### config.mk
export PLATFORM = sky130hd
export DESIGN_NAME = traffic_phase_sequencer
export DESIGN_NICKNAME = d
export VERILOG_FILES = /design/src/rtl/traffic_phase_sequencer.sv
export SDC_FILE = /design/constraint.sdc
export NUM_CORES = 1
export LEC_CHECK = 0
export BUFFER_PORTS_ARGS = -buffer_cell sky130_fd_sc_hd__buf_2
export CORE_AREA = 2 2 47 49
export DETAILED_ROUTE_END_ITERATION = 10
export DIE_AREA = 0 0 49 51
export HOLD_SLACK_MARGIN = 0.1
export PLACE_DENSITY = 0.82
export SYNTH_ARGS = -nofsm -noshare
export SYNTH_HDL_FRONTEND = slang
export SYNTH_SLANG_ARGS = --single-unit
### constraint.sdc
create_clock -name clk -period 1.9 [get_ports clk]
set_input_delay 0.38 -clock clk [delete_from_list [all_inputs] [get_ports clk]]
set_output_delay 0.38 -clock clk [all_outputs]
set_load 0.01 [all_outputs]
### src/rtl/traffic_phase_sequencer.sv
// Two-road intersection phase sequencer advanced by a 1 Hz enable from the clock divider.
// Optional pedestrian walk phase: define PED_WALK_EN to add ped_req/walk.
module traffic_phase_sequencer #(
    parameter int unsigned T_MAIN_GREEN = 10,
    parameter int unsigned T_YELLOW     = 3,
    parameter int unsigned T_ALL_RED    = 1,
    parameter int unsigned T_SIDE_GREEN = 6,
    parameter int unsigned CNT_W        = 6
) (
    input  logic             clk,
    input  logic             rst,
    input  logic             oneHz_enable,
    input  logic             side_req,
    output logic [2:0]       main_light,
    output logic [2:0]       side_light,
    output logic [2:0]       phase,
    output logic [CNT_W-1:0] remaining
`ifdef PED_WALK_EN
    ,
    input  logic             ped_req,
    output logic             walk
`endif
);

    localparam logic [2:0] MAIN_G = 3'd0;
    localparam logic [2:0] MAIN_Y = 3'd1;
    localparam logic [2:0] RED_1  = 3'd2;
    localparam logic [2:0] SIDE_G = 3'd3;
    localparam logic [2:0] SIDE_Y = 3'd4;
    localparam logic [2:0] RED_2  = 3'd5;

    localparam logic [2:0] LAMP_R = 3'b100;
    localparam logic [2:0] LAMP_Y = 3'b010;
    localparam logic [2:0] LAMP_G = 3'b001;

    // A zero duration would stall the timer, so it is promoted to one tick.
    localparam logic [CNT_W-1:0] ONE      = CNT_W'(1);
    localparam logic [CNT_W-1:0] D_MAIN_G = (T_MAIN_GREEN == 0) ? ONE : CNT_W'(T_MAIN_GREEN);
    localparam logic [CNT_W-1:0] D_YELLOW = (T_YELLOW == 0)     ? ONE : CNT_W'(T_YELLOW);
    localparam logic [CNT_W-1:0] D_RED    = (T_ALL_RED == 0)    ? ONE : CNT_W'(T_ALL_RED);
    localparam logic [CNT_W-1:0] D_SIDE_G = (T_SIDE_GREEN == 0) ? ONE : CNT_W'(T_SIDE_GREEN);

    function automatic logic [2:0] succ_of(input logic [2:0] p);
        succ_of = (p == RED_2) ? MAIN_G : p + 3'd1;
    endfunction

    function automatic logic [CNT_W-1:0] dur_of(input logic [2:0] p);
        case (p)
            MAIN_Y, SIDE_Y: dur_of = D_YELLOW;
            RED_1, RED_2:   dur_of = D_RED;
            SIDE_G:         dur_of = D_SIDE_G;
            default:        dur_of = D_MAIN_G;
        endcase
    endfunction

    function automatic logic [2:0] main_lamp(input logic [2:0] p);
        case (p)
            MAIN_G:  main_lamp = LAMP_G;
            MAIN_Y:  main_lamp = LAMP_Y;
            default: main_lamp = LAMP_R;
        endcase
    endfunction

    function automatic logic [2:0] side_lamp(input logic [2:0] p);
        case (p)
            SIDE_G:  side_lamp = LAMP_G;
            SIDE_Y:  side_lamp = LAMP_Y;
            default: side_lamp = LAMP_R;
        endcase
    endfunction

    logic             req_pend, nxt_req_pend;
    logic [2:0]       nxt_phase;
    logic [CNT_W-1:0] nxt_rem;
    logic             exit_req;
    logic             enter_side;

`ifdef PED_WALK_EN
    logic ped_pend, nxt_ped_pend;
    assign exit_req = req_pend | side_req | ped_pend | ped_req;
`else
    assign exit_req = req_pend | side_req;
`endif

    always_comb begin
        nxt_phase = phase;
        nxt_rem   = remaining;
        case (phase)
            MAIN_G, MAIN_Y, RED_1, SIDE_G, SIDE_Y, RED_2: begin
                if (oneHz_enable) begin
                    if (remaining > ONE) begin
                        nxt_rem = remaining - ONE;
                    end else if (phase != MAIN_G || exit_req) begin
                        nxt_phase = succ_of(phase);
                        nxt_rem   = dur_of(succ_of(phase));
                    end else begin
                        nxt_rem = ONE;  // main green rests here until a request arrives
                    end
                end
            end
            default: begin
                nxt_phase = MAIN_G;
                nxt_rem   = D_MAIN_G;
            end
        endcase
    end

    assign enter_side   = (nxt_phase == SIDE_G) && (phase != SIDE_G);
    assign nxt_req_pend = enter_side ? 1'b0 : (req_pend | side_req);
`ifdef PED_WALK_EN
    assign nxt_ped_pend = enter_side ? 1'b0 : (ped_pend | ped_req);
`endif

    // Lamps are decoded from the next phase so they switch on the same edge as phase.
    always_ff @(posedge clk) begin
        if (!rst) begin
            phase      <= MAIN_G;
            remaining  <= D_MAIN_G;
            main_light <= LAMP_G;
            side_light <= LAMP_R;
            req_pend   <= 1'b0;
`ifdef PED_WALK_EN
            ped_pend   <= 1'b0;
            walk       <= 1'b0;
`endif
        end else begin
            phase      <= nxt_phase;
            remaining  <= nxt_rem;
            main_light <= main_lamp(nxt_phase);
            side_light <= side_lamp(nxt_phase);
            req_pend   <= nxt_req_pend;
`ifdef PED_WALK_EN
            ped_pend   <= nxt_ped_pend;
            walk       <= (nxt_phase == SIDE_G);
`endif
        end
    end

endmodule

# Yosys cells after proc, flatten, opt, wreduce, memory -nomap -nowiden
# Cells that the tools add are included.
# totals
register_bits	16
output_inout_bits	15
word_cells	44
# classes
addsub	2
n_lt_le_gt_ge	1
n_eq_ne	14
muxes	10
bitwise	2
n_reduce_logical	10
# ops
op	n
== test 3 x 2 -> 1 bit, second input constant	5
== test 3 bit, second input constant	5
2-to-1 mux 3 bit	5
2-to-1 mux 6 bit	2
case mux 3 bit (2 select lines)	2
case mux 4 bit (3 select lines)	1
== test 3 x 1 -> 1 bit, second input constant	3
greater-than comparator 6 x 1 -> 1 bit, second input constant	1
zero test 3 bit	2
OR reduction 2 bit	3
OR reduction 6 bit	1
subtractor 6 x 1 -> 6 bit, second input constant	1
adder 3 x 1 -> 3 bit, second input constant	1
!= test 3 x 2 -> 1 bit, second input constant	1
nonzero test 3 bit	1
AND reduction 2 bit	1
logical AND 1 bit	1
logical OR 1 bit	1
inverter 1 bit	1
OR 1 bit	1

# Depth between registers and ports, before layout
# Gate-level depths: netlist (run 1).
# depth
word_depth	9
mapped_depth	10
depth_no_buf	8

# Worst setup path after synthesis (run 1)
# Ideal clock, no wire load.
# synth_timing
path_kind	reg-to-reg
start	reg phase[0]
end	reg side_light[2]
setup_ps	126
arrival_ps	1939
setup_slack_ps	-165
path_stages_with_launch	9
path_buffers	2
synth_period_minus_slack_ps	2065
path_cell_list	dfxtp_1 -> clkbuf_1 -> inv_1 -> nor2_1 -> ha_1 -> clkbuf_1 -> o31ai_4 -> nor4b_4 -> nor2_1
# synth_between
elab_chain_cells	8
word_cells_on_any_way	18
cone_classes	add/sub (1); eq/ne (7); mux (6); reduce/logical (4)
# synth_lines
item	line	rtl
start: declaration	16	output logic [2:0] phase,
start signal: assignment	127	phase <= nxt_phase;
adder 3 x 1 -> 3 bit, or another cell as far along	44	succ_of = (p == RED_2) ? MAIN_G : p + 3'd1;
2-to-1 mux 3 bit / logical OR 1 bit (equally long branches)	44, 93	
2-to-1 mux 3 bit	93	end else if (phase != MAIN_G || exit_req) begin
2-to-1 mux 3 bit	91	if (remaining > ONE) begin
2-to-1 mux 3 bit	90	if (oneHz_enable) begin
2-to-1 mux 3 bit *	88	case (phase)
== test 3 bit / == test 3 x 2 -> 1 bit (equally long branches)	65	case (p)
case mux 3 bit (2 select lines) *	65	
end signal: assignment	130	side_light <= side_lamp(nxt_phase);
end: declaration	15	output logic [2:0] side_light,
# Every way passes the cells marked *; elsewhere a longest branch is shown, timed or not.
# A chain may end at the register's enable or synchronous reset.

# Worst setup path in the final report (run 1)
# layout_timing
start	reg remaining[2]
end	reg req_pend
# layout_between
elab_chain_cells	7
# layout_lines
item	line	rtl
start: declaration	17	output logic [CNT_W-1:0] remaining
start signal: assignment	128	remaining <= nxt_rem;
greater-than comparator 6 x 1 -> 1 bit	91	
2-to-1 mux 3 bit	91	
2-to-1 mux 3 bit	90	
2-to-1 mux 3 bit	88	
== test 3 x 2 -> 1 bit	108	assign enter_side = (nxt_phase == SIDE_G) && (phase != SIDE_G);
logical AND 1 bit	108	
OR reduction 2 bit (no source line)	-	
end signal: assignment	131	req_pend <= nxt_req_pend;
end: declaration	72	logic req_pend, nxt_req_pend;
# No other way between the ends.

==> reports/metrics.csv, run 1 <==
stage;metric;value;unit
run_status;outcome;finished, violations left;
run_status;failing checks;setup timing;
yosys;Synth Area in Compound Gates;19.8;%
clock_network;Max Buffers Root-to-Sink;2;
yosys;top_reg_cell synth;dfxtp_1;
yosys;simple-gate share of the synthesized area;30.3;%
clock_network;worst-skew pair later-pin latency;300;ps
sta;Final Hold Violating Endpoints;0;
yosys;combinational family with the most area after synthesis;simple AND/OR/NAND/NOR gates;
yosys;Mapped Avg Cell Area;8.14;um^2
min_path;Worst Hold Depth;2;
grt;number of global-route vias before repair;895;
floorplanning;Die Y-Extent;51;um
sta;Fin Setup TNS;-7.95;ps
place;gpl congestion;0.925;
floorplanning;num rows;17;
cells_and_area;final instance area;0.00123;mm^2
place;DP Wirelength;1.66;mm
pwr;PD cells;568;mW/mm^2
grt;M1 GR Usage;22.2;%
sta;# setup viols final;1;
cells_and_area;Core Util, Final;59.6;%
pwr;Overall Power;0.697;mW
grt;GRT Util Overall;19.5;%
cells_and_area;register area;325;um^2
yosys;FF+latch count, synth;16;
yosys;post-synthesis mux area share;3.46;%
yosys;Post-Synth Adder-Cell Area;4.16;%
cells_and_area;Finished Layout Cells;173;
yosys;library cells used by synthesis;36;
place;dpl cell area;0.00114;mm^2
clock_network;cts hold-fix bufs;0;
setup_path;Critical Path AT;2130;ps
place;I/O Buffers;18;
sta;Rel. slew slack;66.1;%
drt;first drt pass iteration count;4;
grt;met3 Usage GRT;3.51;%
setup_path;WP data required;2120;ps
sta;setup ws final;-7.95;ps
place;DP Worst Slack;-169;ps
cells_and_area;layout cells sized above 1;39.3;%
yosys;Commonest cells post-synth;dfxtp_1, nor2_1, nand2_1, a21oi_1;
setup_path;Worst Setup End Kind;register;
floorplanning;die area;0.00250;mm^2
pwr;Lkg Pwr;0.508;nW
clock_network;H-tree depth;1;
clock_network;TritonCTS clock tree;done;
floorplanning;die width;49;um
pwr;Peak VDD IR;0.379;mV
setup_path;R2R cell count;5;
cells_and_area;fill cell count;182;
yosys;Yosys warnings;0;
sta;Clock Skew;9.49;ps
drt;ANT nets after route;0;
place;placed instance count;169;
sta;WHS;332;ps
grt;grt met2 use;34.2;%
min_path;HP Class;in2reg;
sta;RSZ-0062 raised after global routing;yes;
cells_and_area;Multi-input gate area;584;um^2
drt;Residual DRC;0;
drt;Detailed Route Iter0 Violations;46;
sta;Final Cycle Share;100;%
drt;Via density;5.39;
setup_path;worst setup path class;reg2reg;
drt;vias after detailed routing;933;
floorplanning;# IOs;19;
yosys;register area share after synthesis;35.5;%
clock_network;Num CTS Buffers;3;
clock_network;clk sink count;16;
cells_and_area;Net count, final;153;
sta;Final Max Slew Viols;0;
grt;first-pass GRT wire length;3.70;mm
yosys;Yosys top cell area share;35.5;%
clock_network;Reg clk slew, reported paths;100;ps
yosys;XOR/XNOR share of the synthesized area;0.970;%
floorplanning;Initial Utilization;43.8;%
floorplanning;core area;0.00206;mm^2
yosys;synthesized area;903;um^2
yosys;Mapped Nets;118;
clock_network;Clk Tree Root Cell;clkbuf_4;
sta;worst slew pin tran;508;ps
grt;initial antenna violation count;0;
sta;Peak Freq;0.524;GHz
cells_and_area;area growth from synthesis to layout;36.0;%
flow_run;maxcap violations;0;
setup_path;startpoint types;register;
grt;GR peak layer;met2;
cells_and_area;final antenna diode count;0;
yosys;number of synthesized flops with an enable pin;0;
yosys;Synth Instances;111;
grt;GR Overflow Total;0;
grt;largest net degree at the start of global routing;12;
drt;wirelength, routed;2.39;mm
drt;Routed WL per cell;13.8;um
yosys;top cells by area, synth;dfxtp_1, nor2_1, a21oi_1;
sta;post-layout minimum cycle time;1910;ps
yosys;FFs w/ async S/R, synth;0;%
setup_path;Crit Path Max Fanout;7;
yosys;Synth area leader;dfxtp_1;
## layer usage
layer | share of wire (%) | wire (um)
met5 | 0 | 0
met4 | 1.9 | 46
met3 | 5.6 | 133
met2 | 50 | 1190
met1 | 43 | 1020
## final timing paths
path | from | endpoint | slack, ps
setup / recovery | remaining[2] | req_pend | -8
hold / removal | rst | phase[1] | 330
setup reg to reg | remaining[2] | req_pend | -8
hold reg to reg | remaining[0] | remaining[0] | 540
## what timing repair did
item / CTS / global route
setup buffers: 0 / 0
gates resized for setup: 4 / 9
endpoints found under the hold margin: 0 / 0
endpoints found under the setup margin: 6 / 4
pin swaps: 0 / 2
## cell type report
class | instances | share of cell area, %
Sequential cell | 16 | 26.5
Timing Repair Buffer | 36 | 18.3
Inverter | 6 | 1.83
Clock buffer | 4 | 2.95
Multi-Input combinational cell | 83 | 47.6
Tap cell | 28 | 2.85
## state kept, by name (all words and copies together), names as in the netlist
register	flops
main_light	3
remaining	6
req_pend	1
side_light	3
phase	3
## logic make-up (layout without fill, tap and decap cells)
group           after synthesis  after routing
mux                           3              3
xor+xnor                      1              1
compound gates               27             27
fa+ha+maj                     3              3
simple gates                 49             49
buf+inv                      12             46
flops                        16             16
## worst max-delay path, stage by stage, from the launching register on
cell and delay [ps]:
dfxtp_2 330, or3b_4 440, or3_4 410, mux2i_2 370
nor2_1 90, a31oi_1 180
## power by group
part | internal (mW) | switching [mW]
clock network | 0.117 | 0.116
logic | 0.0502 | 0.0618
registers | 0.344 | 0.00785
## cell usage in the layout (no fill, tap or decap), types with 3 or more instances in the layout
cell type	synthesis	routed
o21ai_0	6	6
nor2b_1	3	3
ha_2	0	3
buf_2	0	18
dfxtp_1	16	14
a31oi_1	4	4
inv_1	6	6
buf_4	0	18
nor2_1	16	14
a21oi_1	8	8
clkbuf_4	0	3
nand2_1	9	9
nand3_1	3	3
Note: power is estimated with default switching activity, not from simulation.
==> run 2: changes to the inputs <==
- CORE_AREA: 2 2 47 49 -> 4 4 49 51
- DIE_AREA: 0 0 49 51 -> 0 0 53 55
==> reports/metrics.csv, run 2 (synthesis gave the netlist of run 1 again) <==
stage;metric;value;unit
run_status;outcome;completed;
grt;GRT Util Overall;18.6;%
sta;worst slew pin tran;511;ps
pwr;Comb pwr share;16.2;%
setup_path;worst setup path class;reg2reg;
pwr;sw power;0.186;mW
sta;Final Cycle Share;97.5;%
sta;post-layout minimum cycle time;1850;ps
pwr;Int Pwr;0.511;mW
sta;# setup viols final;0;
grt;initial antenna violation count;0;
place;I/O Buffers;18;
cells_and_area;Net count, final;154;
place;DP Wirelength;1.84;mm
sta;Rel. slew slack;65.9;%
setup_path;Crit Path Max Fanout;4;
drt;Routed WL per cell;14.0;um
grt;grt met2 use;33.5;%
place;dpl cell area;0.00114;mm^2
floorplanning;num rows;16;
min_path;min-delay src;rst;
clock_network;Max Buffers Root-to-Sink;2;
cells_and_area;commonest non-fill, non-tap cell in the layout;buf_4;
grt;GR Overflow Total;0;
pwr;switch share;26.7;%
grt;met3 Usage GRT;3.75;%
cells_and_area;layout cells sized above 1;39.7;%
drt;wirelength, routed;2.42;mm
sta;RSZ-0062 raised after global routing;yes;
cells_and_area;final instance area;0.00123;mm^2
pwr;Lkg Pwr;0.513;nW
cells_and_area;most frequent cells in the layout;buf_4, buf_2, nor2_1;
drt;vias after detailed routing;949;
setup_path;WP data required;2090;ps
pwr;Peak VDD IR;0.378;mV
place;gpl congestion;0.901;
grt;M1 GR Usage;21.8;%
setup_path;worst r2r src;remaining[0];
grt;largest net degree at the start of global routing;12;
cells_and_area;Core Util, Final;63.4;%
clock_network;clk sink count;16;
clock_network;Clk Tree Root Cell;clkbuf_4;
floorplanning;Initial Utilization;46.5;%
pwr;Clk pwr share;33.3;%
sta;Clock Skew;4.01;ps
setup_path;slowest stage delay, CP;370;ps
pwr;PD cells;566;mW/mm^2
sta;Fin Setup TNS;0;ps
floorplanning;Die Y-Extent;55;um
grt;GR peak layer;met2;
pwr;register share of total power;50.5;%
sta;Peak Freq;0.540;GHz
cells_and_area;Most flops, register;remaining;
cells_and_area;area growth from synthesis to layout;36.3;%
floorplanning;core area;0.00194;mm^2
setup_path;startpoint types;register;
setup_path;CP cell instances;inv_1 > ha_2 > nor2_1 > buf_4 > o31ai_2 > buf_4 > o31ai_4 > buf_4 > nor4b_4 > nor2_1;
grt;number of global-route vias before repair;898;
grt;first-pass GRT wire length;3.93;mm
sta;Final Hold Violating Endpoints;0;
clock_network;worst-skew pair later-pin latency;290;ps
flow_run;maxcap violations;0;
setup_path;Critical Path AT;2040;ps
drt;Via density;5.49;
min_path;HP Class;in2reg;
sta;Final Max Slew Viols;0;
floorplanning;die width;53;um
setup_path;crit path launch;remaining[0];
drt;ANT nets after route;0;
clock_network;Num CTS Buffers;3;
drt;first drt pass iteration count;4;
drt;Residual DRC;0;
setup_path;Worst Setup End Kind;register;
floorplanning;die area;0.00292;mm^2
sta;WHS;345;ps
clock_network;TritonCTS clock tree;done;
setup_path;crit-path most repeated cell;buf_4;
floorplanning;# IOs;19;
pwr;Overall Power;0.697;mW
clock_network;Reg clk slew, reported paths;100;ps
setup_path;slowest CP cell;dfxtp_4;
drt;Detailed Route Iter0 Violations;29;
cells_and_area;final antenna diode count;0;
cells_and_area;max reg flops;6;
clock_network;H-tree depth;1;
[run 2: power groups by stage]
stage | sequential (mW) | combinational [mW] | clock, mW
2_1_floorplan | 0.364 | 0.0511 | 0
3_3_place_gp | 0.359 | 0.102 | 0
3_5_place_dp | 0.359 | 0.106 | 0
4_1_cts | 0.352 | 0.109 | 0.234
5_1_grt | 0.353 | 0.125 | 0.248
6_report | 0.352 | 0.113 | 0.232
[run 2: final timing paths]
check             cells after the start       endpoint  slack [ps]
setup / recovery                     10  side_light[2]          50
hold reg to reg                       2   remaining[0]         550
setup reg to reg                     10  side_light[2]          50
hold / removal                        2       phase[1]         340
[run 2: area by class of cell]
| class | instances | area [um^2] |
|---|---|---|
| clock buffer | 4 | 36.3 |
| fill | 188 | 711 |
| inverter | 6 | 22.5 |
| multi-input combinational | 83 | 579 |
| sequential | 16 | 327 |
| tap | 27 | 33.8 |
| timing repair buffer | 37 | 233 |
[run 2: stage by stage]
stage / instances / worst slack, ps
floorplan: 111 / 2.24
global placement: 168 / -134
detailed placement: 168 / -188
CTS: 172 / 18.9
global route: 173 / -29.3
finish: 173 / 47.5
[run 2: per-layer routing]
metal  vias to the layer above  routed length [um]
li1                        468                   -
met1                       441                1020
met2                        34                1220
met3                         6                 155
met4                         0                  27
met5                         -                   0
[run 2: repair_timing]
| action | 4_1_cts | 5_1_grt |
|---|---|---|
| setup endpoints to repair | 3 | 9 |
| resized for setup | 3 | 10 |
| gates cloned | 0 | 0 |
| pin swaps | 0 | 2 |
| buffers inserted | 0 | 1 |
| hold buffers | 0 | 0 |
| endpoints found under the hold margin | 0 | 0 |
[run 2: critical path, delay by kind of cell (launching register included)]
family | cells | cell delay, ps
buf+inv | 4 | 560
flops | 1 | 370
simple gates | 3 | 320
compound gates | 2 | 310
fa+ha+maj | 1 | 190
==> run 3: changes to the inputs <==
- ABC_AREA: default -> 1
- PLACE_DENSITY: 0.82 -> 0.8
==> reports/metrics.csv, run 3 <==
stage;metric;value;unit
clock_network;Max Buffers Root-to-Sink;2;
drt;Routed WL per cell;11.3;um
sta;RSZ-0062 raised after global routing;no;
yosys;Mapped Avg Cell Area;6.96;um^2
yosys;Mapped Nets;130;
clock_network;H-tree depth;1;
place;I/O Buffers;18;
sta;Clock Skew;16.1;ps
pwr;Peak VDD IR;0.544;mV
min_path;HP Class;in2reg;
yosys;Commonest cells post-synth;nand2_1, inv_1, dfxtp_1, nor2_1;
cells_and_area;Core Util, Final;52.7;%
min_path;worst hold endpoint;side_light[2];
setup_path;crit-path most repeated cell;nand3_1;
setup_path;Crit Path Max Fanout;5;
place;dpl cell area;967;um^2
cells_and_area;Net count, final;154;
cells_and_area;Finished Layout Cells;173;
cells_and_area;commonest non-fill, non-tap cell in the layout;nand2_1;
setup_path;worst r2r src;remaining[0];
drt;Residual DRC;0;
yosys;most common cell in the synthesized netlist;nand2_1;
grt;largest net degree at the start of global routing;12;
cells_and_area;max reg flops;6;
yosys;FF+latch count, synth;16;
pwr;Int Pwr;0.511;mW
floorplanning;# IOs;19;
sta;Final Max Slew Viols;0;
sta;post-layout minimum cycle time;1690;ps
cells_and_area;most frequent cells in the layout;nand2_1, inv_1, buf_2;
yosys;Yosys top cell area share;37.4;%
pwr;Lkg Pwr;0.577;nW
yosys;Synth Instances;123;
place;DP Wirelength;1.50;mm
drt;wirelength, routed;1.96;mm
clock_network;clk sink count;16;
min_path;min-delay src;rst;
setup_path;worst setup path class;reg2reg;
grt;GR Overflow Total;0;
setup_path;Top delay family on crit path;simple AND/OR/NAND/NOR gates;
setup_path;Worst Setup End Kind;register;
drt;ANT nets after route;0;
setup_path;R2R setup slack;210;ps
sta;Peak Freq;0.590;GHz
cells_and_area;Most flops, register;remaining;
setup_path;R2R cell count;11;
sta;worst slew pin tran;290;ps
pwr;PD cells;692;mW/mm^2
setup_path;WP depth;11;
floorplanning;die area;0.00292;mm^2
setup_path;slowest stage delay, CP;410;ps
setup_path;slowest CP cell;dfxtp_1;
drt;first drt pass iteration count;4;
sta;Fin Setup TNS;0;ps
grt;initial antenna violation count;0;
drt;Via density;4.87;
cells_and_area;area growth from synthesis to layout;19.6;%
sta;Final Hold Violating Endpoints;0;
clock_network;Num CTS Buffers;3;
pwr;Comb pwr share;16.3;%
grt;GRT Util Overall;16.0;%
min_path;Worst Hold Depth;2;
yosys;synthesized area;856;um^2
sta;Final Cycle Share;89.2;%
pwr;Overall Power;0.708;mW
floorplanning;Initial Utilization;44.1;%
pwr;switch share;27.8;%
flow_run;maxcap violations;0;
setup_path;Critical Path AT;1910;ps
yosys;library cells used by synthesis;20;
cells_and_area;final antenna diode count;0;
clock_network;TritonCTS clock tree;done;
yosys;register area share after synthesis;37.4;%
setup_path;startpoint types;register;
run_status;outcome;completed;
setup_path;worst path buffer plus inverter count;3;
setup_path;CP cell instances;inv_1 > ha_1 > nor2_1 > nor2_4 > buf_4 > nand3_1 > nand3_1 > nor2_1 > nand3_1 > nand2_1 > inv_1;
yosys;top cells by area, synth;dfxtp_1, nand2_1, inv_1;
pwr;Clk pwr share;32.1;%
floorplanning;core area;0.00194;mm^2
pwr;sw power;0.197;mW
clock_network;Reg clk slew, reported paths;100;ps
pwr;register share of total power;51.5;%
setup_path;R2R Path End;req_pend;
cells_and_area;layout cells sized above 1;23.3;%
place;gpl congestion;0.832;
yosys;Synth area leader;dfxtp_1;
floorplanning;die width;53;um
place;placed instance count;167;
setup_path;WP data required;2110;ps
yosys;Yosys warnings;0;
cells_and_area;final instance area;0.00102;mm^2
grt;number of global-route vias before repair;793;
yosys;FFs w/ async S/R, synth;0;%
yosys;number of synthesized flops with an enable pin;0;
drt;Detailed Route Iter0 Violations;9;
clock_network;Clk Tree Root Cell;clkbuf_4;
drt;vias after detailed routing;843;
yosys;top_reg_cell synth;dfxtp_1;
clock_network;worst-skew pair later-pin latency;300;ps
floorplanning;Die Y-Extent;55;um
grt;first-pass GRT wire length;3.37;mm
sta;# setup viols final;0;
floorplanning;num rows;16;
sta;Rel. slew slack;80.5;%
==> run 3: cell families (layout without fill, tap and decap cells) <==
family          count (synthesis)  in the layout  share of synthesized area [%]
simple gates                   64             64                           34.6
buf+inv                        23             46                           12.0
flops                          16             16                           37.4
compound gates                 15             15                           9.50
fa+ha+maj                       3              3                           4.39
xor+xnor                        2              2                           2.05
==> run 3: worst max path at each step <==
stage	startpoint	endpoint	slack, ps
3_3_place_gp	remaining[0]	req_pend	190
4_1_cts	remaining[0]	req_pend	70
5_1_grt	remaining[0]	req_pend	30
2_1_floorplan	phase[1]	remaining[3]	380
3_5_place_dp	remaining[0]	req_pend	90
6_report	remaining[0]	req_pend	210
==> run 3: worst reg2reg max path, cell delays in order (launching register included) <==
cell     delay, ps
dfxtp_1        410
inv_1           80
ha_1           230
nor2_1         190
nor2_4          60
buf_4          130
nand3_1         80
nand3_1        130
nor2_1         110
nand3_1        100
nand2_1         70
inv_1           30
==> run 3: cell type report <==
class	instances	area, um^2
tap	27	33.8
multi-input combinational	84	438
sequential	16	320
timing repair buffer	22	120
clock buffer	4	36.3
inverter	20	75.1
fill	221	918
==> run 3: power by group through the flow <==
| stage | Clock [mW] | Sequential, mW | Combinational, mW |
|---|---|---|---|
| final | 0.228 | 0.365 | 0.116 |
| after global routing | 0.253 | 0.368 | 0.133 |
| after floorplan | 0 | 0.377 | 0.0741 |
| after global placement | 0 | 0.371 | 0.107 |
| after CTS | 0.230 | 0.365 | 0.110 |
| after detailed placement | 0 | 0.372 | 0.109 |
==> run 3: layer usage <==
layer  track usage, %  routed length [um]  share of wire (%)  vias to the layer above
met3             4.02                 114                5.8                        3
met1             19.1                 878                 45                      377
met5                0                   0                  0                        -
met2             27.1                 938                 48                       21
li1                 -                   -                  -                      442
met4             7.23                  25                1.3                        0
==> run 3: metrics by stage <==
step | hold slack [ps] | setup WS, ps
3_5_place_dp | 542 | 94.4
5_1_grt | 305 | 34.2
2_1_floorplan | 465 | 377
3_3_place_gp | 535 | 186
6_report | 309 | 206
4_1_cts | 313 | 74.5
==> run 3: timing repair <==
item                                    CTS  global route
endpoints found under the setup margin    0             9
buffers inserted                          0             2
hold endpoints to repair                  0             0
hold buffers                              0             0
gates resized for setup                   0             1
